<file path="src/rtl/ofdm_tx_pkg.sv">
// Shared types and helpers for the OFDM TX mapper: FSM states, bin classes, carrier counts and QPSK levels.
package ofdm_tx_pkg;

  typedef enum logic {COLLECT, EMIT} state_t;

  typedef enum logic [1:0] {BIN_NULL, BIN_PILOT, BIN_DATA} bin_type_t;

  // Data carriers per symbol: all bins minus DC minus the non-DC pilots.
  function automatic int data_carriers(input int sym_len, input int spacing);
    return sym_len - 1 - (sym_len / spacing - 1);
  endfunction

  function automatic bin_type_t bin_type(input int k, input int spacing);
    if (k == 0) return BIN_NULL;
    if ((k % spacing) == 0) return BIN_PILOT;
    return BIN_DATA;
  endfunction

  // A set sign bit selects the negative constellation level.
  function automatic int qpsk_value(input logic sign_bit, input int amp);
    return sign_bit ? -amp : amp;
  endfunction

endpackage

</file>
<file path="src/rtl/ofdm_tx_mapper_if.sv">
// Pair input and bin output handshake bundle of the OFDM TX mapper.
interface ofdm_tx_mapper_if #(
  parameter int sample_bit_width_g = 12
);
  logic [1:0]                           tx_data;
  logic                                 tx_data_valid;
  logic                                 tx_data_start;
  logic                                 tx_data_ready;
  logic signed [sample_bit_width_g-1:0] map_i;
  logic signed [sample_bit_width_g-1:0] map_q;
  logic                                 map_valid;
  logic                                 map_start;
  logic                                 map_last;
  logic                                 map_ready;

  modport master (
    output tx_data, tx_data_valid, tx_data_start, map_ready,
    input  tx_data_ready, map_i, map_q, map_valid, map_start, map_last
  );

  modport slave (
    input  tx_data, tx_data_valid, tx_data_start, map_ready,
    output tx_data_ready, map_i, map_q, map_valid, map_start, map_last
  );
endinterface

</file>
<file path="src/rtl/ofdm_tx_carrier_sel.sv">
// Bin counter for the symbol being emitted: classifies the next bin and tracks the data buffer read index.
// Advances one bin per load; clear returns both counters to the start of a symbol.
module ofdm_tx_carrier_sel
  import ofdm_tx_pkg::*;
#(
  parameter int symbol_length_g = 64,
  parameter int pilot_spacing_g = 8,
  parameter int data_width_g    = 6
) (
  input  logic                               sys_clk,
  input  logic                               sys_rst,
  input  logic                               clear,
  input  logic                               advance,
  output logic [$clog2(symbol_length_g)-1:0] bin_k,
  output bin_type_t                          bin_typ,
  output logic                               bin_last,
  output logic [data_width_g-1:0]            rd_idx
);
  localparam int KW = $clog2(symbol_length_g);
  localparam logic [KW-1:0] K_LAST = KW'(symbol_length_g - 1);

  assign bin_typ  = bin_type(int'(bin_k), pilot_spacing_g);
  assign bin_last = (bin_k == K_LAST);

  always_ff @(posedge sys_clk) begin
    if (sys_rst || clear) begin
      bin_k  <= '0;
      rd_idx <= '0;
    end else if (advance) begin
      bin_k <= bin_k + 1'b1;
      if (bin_typ == BIN_DATA) rd_idx <= rd_idx + 1'b1;
    end
  end
endmodule

</file>
<file path="src/rtl/ofdm_tx_mapper.sv">
// OFDM TX mapper: gathers one symbol of QPSK pairs, then emits every FFT bin (null DC, pilots, data) as signed I/Q.
// First bin one cycle after the last pair; input stalled while emitting, bin outputs held while map_ready is low.
module ofdm_tx_mapper
  import ofdm_tx_pkg::*;
#(
  parameter int sample_bit_width_g = 12,
  parameter int symbol_length_g    = 64,
  parameter int pilot_spacing_g    = 8,
  parameter int amplitude_g        = 1024
) (
  input  logic            sys_clk,
  input  logic            sys_rst,
  input  logic            sys_init,
  ofdm_tx_mapper_if.slave bus
);
  localparam int D  = data_carriers(symbol_length_g, pilot_spacing_g);
  localparam int DW = $clog2(D);
  localparam int KW = $clog2(symbol_length_g);
  localparam logic [DW-1:0] WR_LAST = DW'(D - 1);

  state_t                               state;
  logic [DW-1:0]                        wr_cnt;
  logic [DW-1:0]                        rd_idx;
  logic [KW-1:0]                        bin_k;
  bin_type_t                            bin_typ;
  logic                                 bin_last;
  logic [1:0]                           buf_q [D];
  logic [1:0]                           rd_pair;
  logic signed [sample_bit_width_g-1:0] nxt_i;
  logic signed [sample_bit_width_g-1:0] nxt_q;
  logic                                 xfer_in;
  logic                                 xfer_out;
  logic                                 enter_emit;
  logic                                 emit_done;
  logic                                 load_bin;

  assign xfer_in    = (state == COLLECT) && bus.tx_data_valid && bus.tx_data_ready;
  assign xfer_out   = (state == EMIT) && bus.map_valid && bus.map_ready;
  assign enter_emit = xfer_in && !bus.tx_data_start && (wr_cnt == WR_LAST);
  assign emit_done  = xfer_out && bus.map_last;
  // Output registers always hold the current bin; the next one is loaded as it is accepted.
  assign load_bin   = enter_emit || (xfer_out && !bus.map_last);

  ofdm_tx_carrier_sel #(
    .symbol_length_g (symbol_length_g),
    .pilot_spacing_g (pilot_spacing_g),
    .data_width_g    (DW)
  ) u_carrier_sel (
    .sys_clk  (sys_clk),
    .sys_rst  (sys_rst),
    .clear    (sys_init || emit_done),
    .advance  (load_bin),
    .bin_k    (bin_k),
    .bin_typ  (bin_typ),
    .bin_last (bin_last),
    .rd_idx   (rd_idx)
  );

  assign rd_pair = buf_q[rd_idx];

  always_comb begin
    nxt_i = '0;
    nxt_q = '0;
    case (bin_typ)
      BIN_PILOT: nxt_i = sample_bit_width_g'(amplitude_g);
      BIN_DATA: begin
        nxt_i = sample_bit_width_g'(qpsk_value(rd_pair[0], amplitude_g));
        nxt_q = sample_bit_width_g'(qpsk_value(rd_pair[1], amplitude_g));
      end
      default: ;
    endcase
  end

  always_ff @(posedge sys_clk) begin
    if (xfer_in) buf_q[bus.tx_data_start ? '0 : wr_cnt] <= bus.tx_data;
  end

  always_ff @(posedge sys_clk) begin
    if (sys_rst || sys_init) begin
      state             <= COLLECT;
      wr_cnt            <= '0;
      bus.tx_data_ready <= 1'b0;
      bus.map_valid     <= 1'b0;
      bus.map_start     <= 1'b0;
      bus.map_last      <= 1'b0;
      bus.map_i         <= '0;
      bus.map_q         <= '0;
    end else begin
      case (state)
        COLLECT: begin
          bus.tx_data_ready <= 1'b1;
          if (xfer_in) begin
            if (bus.tx_data_start) begin
              wr_cnt <= DW'(1);
            end else if (wr_cnt == WR_LAST) begin
              wr_cnt            <= '0;
              state             <= EMIT;
              bus.tx_data_ready <= 1'b0;
            end else begin
              wr_cnt <= wr_cnt + 1'b1;
            end
          end
        end
        EMIT: begin
          if (emit_done) begin
            state             <= COLLECT;
            bus.tx_data_ready <= 1'b1;
            bus.map_valid     <= 1'b0;
            bus.map_start     <= 1'b0;
            bus.map_last      <= 1'b0;
          end
        end
      endcase
      if (load_bin) begin
        bus.map_valid <= 1'b1;
        bus.map_i     <= nxt_i;
        bus.map_q     <= nxt_q;
        bus.map_start <= (bin_k == '0);
        bus.map_last  <= bin_last;
      end
    end
  end
endmodule

</file>
<file path="src/flat_wrapper.sv">
// flat-port wrapper written by rule: the top's interface ports become plain ports
module ofdm_tx_mapper_flat import ofdm_tx_pkg::*;
#(
  parameter int sample_bit_width_g = 12,
  parameter int symbol_length_g    = 64,
  parameter int pilot_spacing_g    = 8,
  parameter int amplitude_g        = 1024
)
  (sys_clk, sys_rst, sys_init, bus_tx_data, bus_tx_data_valid, bus_tx_data_start, bus_map_ready, bus_tx_data_ready, bus_map_i, bus_map_q, bus_map_valid, bus_map_start, bus_map_last);
  ofdm_tx_mapper_if #(.sample_bit_width_g(sample_bit_width_g)) bus_i ();
  input  logic sys_clk;
  input  logic sys_rst;
  input  logic sys_init;
  input wire logic [$bits(bus_i.tx_data)-1:0] bus_tx_data;
  input wire logic [$bits(bus_i.tx_data_valid)-1:0] bus_tx_data_valid;
  input wire logic [$bits(bus_i.tx_data_start)-1:0] bus_tx_data_start;
  input wire logic [$bits(bus_i.map_ready)-1:0] bus_map_ready;
  output wire logic [$bits(bus_i.tx_data_ready)-1:0] bus_tx_data_ready;
  output wire logic [$bits(bus_i.map_i)-1:0] bus_map_i;
  output wire logic [$bits(bus_i.map_q)-1:0] bus_map_q;
  output wire logic [$bits(bus_i.map_valid)-1:0] bus_map_valid;
  output wire logic [$bits(bus_i.map_start)-1:0] bus_map_start;
  output wire logic [$bits(bus_i.map_last)-1:0] bus_map_last;
  assign bus_i.tx_data = bus_tx_data;
  assign bus_i.tx_data_valid = bus_tx_data_valid;
  assign bus_i.tx_data_start = bus_tx_data_start;
  assign bus_i.map_ready = bus_map_ready;
  assign bus_tx_data_ready = bus_i.tx_data_ready;
  assign bus_map_i = bus_i.map_i;
  assign bus_map_q = bus_i.map_q;
  assign bus_map_valid = bus_i.map_valid;
  assign bus_map_start = bus_i.map_start;
  assign bus_map_last = bus_i.map_last;
  ofdm_tx_mapper #(.sample_bit_width_g(sample_bit_width_g), .symbol_length_g(symbol_length_g), .pilot_spacing_g(pilot_spacing_g), .amplitude_g(amplitude_g)) u_core (.sys_clk(sys_clk), .sys_rst(sys_rst), .sys_init(sys_init), .bus(bus_i));
endmodule
</file>
<file path="config.mk">
export PLATFORM = sky130hd
export DESIGN_NAME = ofdm_tx_mapper_flat
export DESIGN_NICKNAME = d
export VERILOG_FILES = /design/src/rtl/ofdm_tx_pkg.sv /design/src/rtl/ofdm_tx_mapper_if.sv /design/src/rtl/ofdm_tx_carrier_sel.sv /design/src/rtl/ofdm_tx_mapper.sv /design/src/flat_wrapper.sv
export SDC_FILE = /design/constraint.sdc
export NUM_CORES = 1
export LEC_CHECK = 0
export CAP_MARGIN = 20
export CORE_ASPECT_RATIO = 1.25
export CORE_MARGIN = 1.5
export CORE_UTILIZATION = 60
export DETAILED_ROUTE_END_ITERATION = 6
export PLACE_DENSITY_LB_ADDON = 0.05
export SYNTH_ARGS = -nofsm -noshare
export SYNTH_HDL_FRONTEND = slang
export SYNTH_SLANG_ARGS = --single-unit
</file>
<file path="constraint.sdc">
create_clock -name sys_clk -period 5 [get_ports sys_clk]
set_input_delay 1 -clock sys_clk [delete_from_list [all_inputs] [get_ports sys_clk]]
set_output_delay 1 -clock sys_clk [all_outputs]
set_load 0.005 [all_outputs]
</file>
### Word level (Yosys, flattened, before mapping)

Memories as Yosys holds them, arrays and structs flattened. A register that Yosys moved wholly into a read port is not among the register bits.
Index checks and enable logic that the tools add are counted.

* register bits: 47
* RAM bits: 112
* bits of input ports: 8
* output and inout port bits: 28
* word-level logic and storage cells: 75
* memories: 1

Memory list
* u_core.buf_q: depth 56, bits a word 2, read ports 1, clocked after memory_dff 1, write ports 1, line ofdm_tx_mapper.sv:27 `logic [1:0] buf_q [D];`

* add/subtract/negate cells: 3
* equality and inequality tests: 5
* muxes and demuxes: 33
* bitwise operators: 1
* reductions and logical operators: 22

Operators with widths (count)
* two-way mux 12 bit: 3
* zero test 32 bit: 1
* two-way mux 6 bit: 5
* one-hot mux 12 bit (2 select lines): 1
* adder 6 x 1 -> 6 bit, second input constant: 3
* two-way mux 1 bit: 18
* equality test 6 bit, second input constant: 2
* zero test 6 bit: 2
* logical AND 1 bit: 8
* two-way mux 2 bit: 4
* AND reduction 2 bit: 3
* logical OR 1 bit: 4
* one-hot mux 1 bit (2 select lines): 2
* nonzero test 2 bit: 2
* equality test 2 x 1 -> 1 bit, second input constant: 1
* equality test 2 bit, second input constant: 1
* zero test 1 bit: 2
* != test 2 bit, second input constant: 1
* NOT 1 bit: 1

### Longest topological paths before layout

Gate-level depths: netlist (run 1).

* word-level depth: 9
* mapped depth: 8
* depth with buffers taken out: 6

### Hierarchy

A second synthesis (run 1) with hierarchy kept.

* cell total of the unflattened synthesis: 460
* area total of the unflattened synthesis: 6137.1 µm²

By module, submodules not included
* ofdm_tx_mapper: instances 1, cells an instance 391, area an instance 5554.1 µm², sequential area each 3663.5 µm²
* ofdm_tx_carrier_sel: instances 1, cells an instance 69, area an instance 583.1 µm², sequential area each 240.2 µm²

### Worst setup path before layout (run 1)

OpenSTA, ideal clock, no wires.

* path kind: input to register
* start point: input bus_tx_data_start
* end point: register with a tool-made name
* library setup time: 72 ps
* data arrival time: 2290 ps
* data required time: 4928 ps
* slack: 2638 ps
* stages: 6
* path buffers: 1
* path through: buf_6 nand2b_4 o31ai_4 nand4_2 or3_1 a21oi_1

RTL lines
* from (decl): line flat_wrapper.sv:16 `input wire logic [$bits(bus_i.tx_data_start)-1:0] bus_tx_data_start;`

==> qor.yml, run 1 <==
run_status:
  status: "completed"
sta:
  fmax_mhz: 339.1
  maxSlewViolCount: 0
  rsz0062_at_grt: "no"
  setup_violations: 0
  setup_ws_ps: 2051
  worst_pin_slew_ps: 920.9
  final.setup.tns_ps: 0
  post-route-period-util: 0.5898
  fin_skew_ps: 10.61
  maxSlewHeadroom: 0.3861
  fin_crit_ps: 2949
  hold_viol_final: 0
synthesis:
  synthDistinctLibCells: 48
  synth_cells: 457
  synth_warnings: 0
  netlist.area_leader.share: 0.5398
  synth_area_um2: 6231
  synth-seq-area-share: 0.6458
  ys_top_cells_by_area: "edfxtp_1, dfxtp_1, mux4_2"
  synthFlopType: "edfxtp_1"
  synth_async_sr_flop_share: 0
  ys_ff_latch: 145
  synth_top_area_cell: "edfxtp_1"
  synth-edff-count: 112
  synth_common_cells: "edfxtp_1, nor2_1, dfxtp_1"
  postSynthAreaPerCell_um2: 13.63
  synth.most_common_cell: "edfxtp_1"
hold_path:
  hold_path_class: "reg -> reg"
finish:
  drive_gt1_frac: 0.1337
  regArea_um2: 4025
  fillers: 705
  num-nets-final: 485
  antennaDiodeCount: 0
  syn_to_final_growth_pct: 12.67
  multi_input_area_um2: 2006
global_route:
  grt_first_pass_wirelength_mm: 18.71
  gr-total-overflow: 0
  use_met1: 0.3180
  antenna_found_initial: 0
  top_usage_layer: "met2"
  gr-usage-met2: 0.3707
  use_met3: 0.05168
  grt_pass1_vias: 3563
  grt_usage: 0.2368
  grt_max_degree: 57
routing:
  first_pass_iters: 5
  via_per_inst: 5.920
  post-route-drc-count: 0
  dr_total_vias: 3641
  ant_nets: 0
  drt-initial-drc-count: 269
  wl_mm: 11.97
  avgRoutedWirePerCell_um: 19.46
critical_path:
  worstPathCellList: "clkdlybuf4s50_1 > nand2b_4 > o31ai_4 > nand4_2 > or3_1 > a21oi_1"
  worstPathRequired_ps: 5330
  endpoint_kind: "flop"
  criticalPathCategory: "in -> reg"
  crit_slowest_cell: "o31ai_4"
  critical_path_arrival_ps: 3280
  crit_fanout: 18
  path_delay_family: "simple AND/OR/NAND/NOR gates"
  r2r_setup_slack_ps: 2370
  critical_path_buf_inv_count: 1
  crit_path_max_incr_delay_ps: 680
  worstSetupStartpointType: "primary input"
floorplan:
  die-height_um: 116.9
  dieArea_um2: 11010
  ios: 36
  initial_utilization: 0.6166
  rows: 41
  die_x_um: 94.15
  core_area_um2: 10110
clocking:
  cts_tree: "done"
  clk_pin_slew_worst_paths_ps: 60
  clk_path_buf_depth: 2
  cts-root-buf: "clkbuf_16"
  hold_buffers: 0
  cts.sinks: 145
  cts_resized: 0
  numCtsBuffers: 17
  clock_latency_ps: 420
  ctsHtreeMaxLevel: 4
  post_cts_buffers: 0
place:
  dp_slack_ps: 1636
  routabilityCongestion: 0.8033
  io_buffers: 15
  hpwl_mm: 7.548
pwr:
  report.power.total_w: 0.002695
  power.density_nw_per_um2: 383.9
  vdd_drop_max_mv: 0.2838
  leakage_nw: 2.259
job:
  cap_viol_max_count: 0
==> cell usage in the layout (no fill, tap or decap), types with 5 or more instances in the layout <==
master,count
edfxtp_1,112
nor2_1,86
dfxtp_1,32
nand2_1,27
mux4_2,23
conb_1,20
clkbuf_16,17
clkdlybuf4s50_1,15
nand3_1,13
mux2i_1,12
xor2_1,10
a21oi_1,10
nand4_1,9
o21ai_0,7
nor2b_1,6
nor3_1,6
inv_1,5
a22oi_1,5
bufinv_16,5
==> sequential cells by signal, summed over array words and instances (netlist names), named ones only <==
name,count
u_core.bus.map_q,2
u_core.u_carrier_sel.rd_idx,6
u_core.bus.map_i,2
u_core.u_carrier_sel.bin_k,6
u_core.bus.tx_data_ready,1
u_core.bus.map_start,1
u_core.wr_cnt,6
u_core.bus.map_valid,1
u_core.state,1
u_core.bus.map_last,1
u_core.buf_q,112
==> final cells by class <==
type / count / area share
clock buffer: 21 / 0.06416
inverter: 5 / 0.002673
clock inverter: 11 / 0.02656
timing repair buffer: 18 / 0.02459
tap: 129 / 0.02299
sequential: 145 / 0.5733
multi-input combinational: 286 / 0.2857
==> worst register-to-register path: cells and delay by family, from the launching register on <==
family          cells  cell delay (ps)
flops               1              580
fa+ha+maj           1              380
simple gates        3              810
compound gates      2              780
==> power breakdown <==
part           internal, W  switching (W)   total, W
Sequential         0.00130     0.00000143    0.00130
Combinational    0.0000100      0.0000288  0.0000389
Clock             0.000895       0.000463    0.00136
==> stage by stage <==
stage / area [um2] / hold WS [ps] / std cells / util
after global placement: 6384 / 491.0 / 583 / 0.6317
after global routing: 7020 / 527.5 / 615 / 0.6947
after detailed placement: 6384 / 498.5 / 583 / 0.6317
after CTS: 7020 / 506.2 / 615 / 0.6947
after floorplan: 6302 / 464.7 / 476 / -
final: 7020 / 502.6 / 615 / 0.6947
==> cell families after synthesis <==
logic type | count (synthesis) | synth area share
AO/OA/AOI/OAI | 38 | 0.04217
XOR/XNOR | 12 | 0.01687
adder cells (fa/ha/maj) | 4 | 0.008032
buffers and inverters | 45 | 0.04378
flip-flops | 145 | 0.6458
multiplexers | 39 | 0.1096
other | 1 | 0.0006018
AND/OR/NAND/NOR | 173 | 0.1331
==> final timing paths <==
kind,from,end,cells past startpoint
setup / recovery,bus_tx_data_start,flop,6
hold / removal,u_core.bus.map_i[11],u_core.bus.map_i[11],2
setup reg to reg,u_core.wr_cnt[0],flop,6
hold reg to reg,u_core.bus.map_i[11],u_core.bus.map_i[11],2
==> per-layer routing <==
layer	wire, um	vias to the layer above
li1	-	1689
met1	5248	1811
met2	5802	123
met3	627	18
met4	291	0
met5	0	-
Note: power is estimated with default switching activity, not from simulation.
==> run 2: changes to the inputs <==
CORE_UTILIZATION = 53   (was 60)
clock period = 2.4 ns   (was 5 ns; I/O delays follow)
==> qor.yml, run 2 (synthesized netlist as in run 1, its figures left out) <==
floorplan:
  ios: 36
  dieArea_um2: 12420
  rows: 44
  die-height_um: 124.2
  initial_utilization: 0.5390
  die_x_um: 99.98
  core_area_um2: 11560
routing:
  ant_nets: 0
  drt-initial-drc-count: 251
  post-route-drc-count: 0
  via_per_inst: 5.676
  dr_total_vias: 3638
  first_pass_iters: 5
  avgRoutedWirePerCell_um: 19.01
  wl_mm: 12.18
critical_path:
  worstSetupStartpointType: "flop"
  worstPathRequired_ps: 2700
  critical_path_arrival_ps: 2410
  criticalPathCategory: "reg -> reg"
  crit_fanout: 12
  rr_worst_depth: 6
  endpoint_kind: "flop"
finish:
  regArea_um2: 4025
  layout_commonest_cell: "edfxtp_1"
  fin_util: 0.6200
  multi_input_area_um2: 2006
  antennaDiodeCount: 0
  fin_cells: 641
  largest_register: "u_core.buf_q"
  drive_gt1_frac: 0.1670
  syn_to_final_growth_pct: 15.04
  fin_area_um2: 7168
  fillers: 906
  largest_register_ffs: 112
  num-nets-final: 502
  layout_common_cells: "edfxtp_1, nor2_1, dfxtp_1, nand2_1, mux4_2"
sta:
  worst_pin_slew_ps: 620.4
  maxSlewViolCount: 0
  fin_skew_ps: 8.119
  fin_crit_ps: 2116
  setup_violations: 0
  rsz0062_at_grt: "no"
  hold_viol_final: 0
  final.setup.tns_ps: 0
  maxSlewHeadroom: 0.5858
  post-route-period-util: 0.8815
  fmax_mhz: 472.7
clocking:
  ctsHtreeMaxLevel: 4
  numCtsBuffers: 17
  clk_path_buf_depth: 2
  cts-root-buf: "clkbuf_16"
  post_cts_buffers: 0
  cts_resized: 0
  hold_buffers: 0
  cts_tree: "done"
  cts.sinks: 145
  clk_pin_slew_worst_paths_ps: 60
  clock_latency_ps: 410
pwr:
  power_switching_w: 0.001049
  p_int_w: 0.004381
  power.density_nw_per_um2: 757.5
  leakage_nw: 2.349
  report.power.total_w: 0.005430
  pwr-share-clk: 0.486
  vdd_drop_max_mv: 0.4778
  pwr-share-comb: 0.017
  swShare: 0.1931
  seq_power_share: 0.498
global_route:
  grt_first_pass_wirelength_mm: 19.52
  grt_usage: 0.2131
  grt_max_degree: 57
  antenna_found_initial: 0
  grt_pass1_vias: 3729
  gr-total-overflow: 0
place:
  hpwl_mm: 8.203
  io_buffers: 15
  routabilityCongestion: 0.7714
  dp_cells: 609
  dpl-instance-area_um2: 6560
run_status:
  status: "completed"
hold_path:
  hold_path_class: "reg -> reg"
  holdPathStages: 2
job:
  cap_viol_max_count: 0
==> run 2: cell types whose count changed in the layout (fill, tap and decap cells not counted), sizes merged <==
cell      change
clkinvlp      -1
clkbuf        -1
bufinv        -3
inv           +1
buf          +17
clkinv        +4
==> run 2: through the flow <==
| stage | hold slack (ps) | setup slack (ps) |
|---|---|---|
| floorplan | 464.7 | 558.1 |
| detailed placement | 498.8 | 97.41 |
| finish | 502.4 | 284.4 |
| global placement | 492.6 | 131.0 |
| CTS | 510.1 | 270.0 |
| global route | 525.2 | 190.7 |
==> run 2: area by class of cell <==
type                    count  share of cell area
clock buffers              20             0.06685
clock inverters            12             0.01798
inverters                   5            0.002618
multi-input cells         286              0.2798
flip-flops and latches    145              0.5615
well taps                 138             0.02409
repair buffers             35             0.04713
==> run 2: worst paths after layout <==
path                            slack (ps)                 start              endpoint
worst max-delay path                   280                  flop  u_core.bus.map_i[11]
worst min-delay path                   500  u_core.bus.map_q[11]  u_core.bus.map_q[11]
worst max register to register         280                  flop  u_core.bus.map_i[11]
worst min register to register         500  u_core.bus.map_q[11]  u_core.bus.map_q[11]
==> run 2: metal layers <==
metal / part of all wire / track usage / wire length, um
met1: 0.41 / 0.2643 / 4974
met2: 0.54 / 0.3697 / 6533
met3: 0.042 / 0.05293 / 516
met4: 0.013 / 0.05717 / 160
met5: 0 / 0 / 0
==> run 2: critical path, cell delays in order (launching register included) <==
cell and delay [ps]:
dfxtp_2 600, buf_12 210, mux4_2 510, a22oi_1 200, nand3_1 120, a21oi_1 220, o32ai_1 120
==> run 2: power groups by stage <==
stage	registers (W)	clock network [W]	logic, W
finish	0.00270	0.00264	0.0000898
global route	0.00270	0.00279	0.000101
CTS	0.00270	0.00267	0.0000908
detailed placement	0.00276	0	0.0000907
global placement	0.00276	0	0.0000899
floorplan	0.00276	0	0.0000543
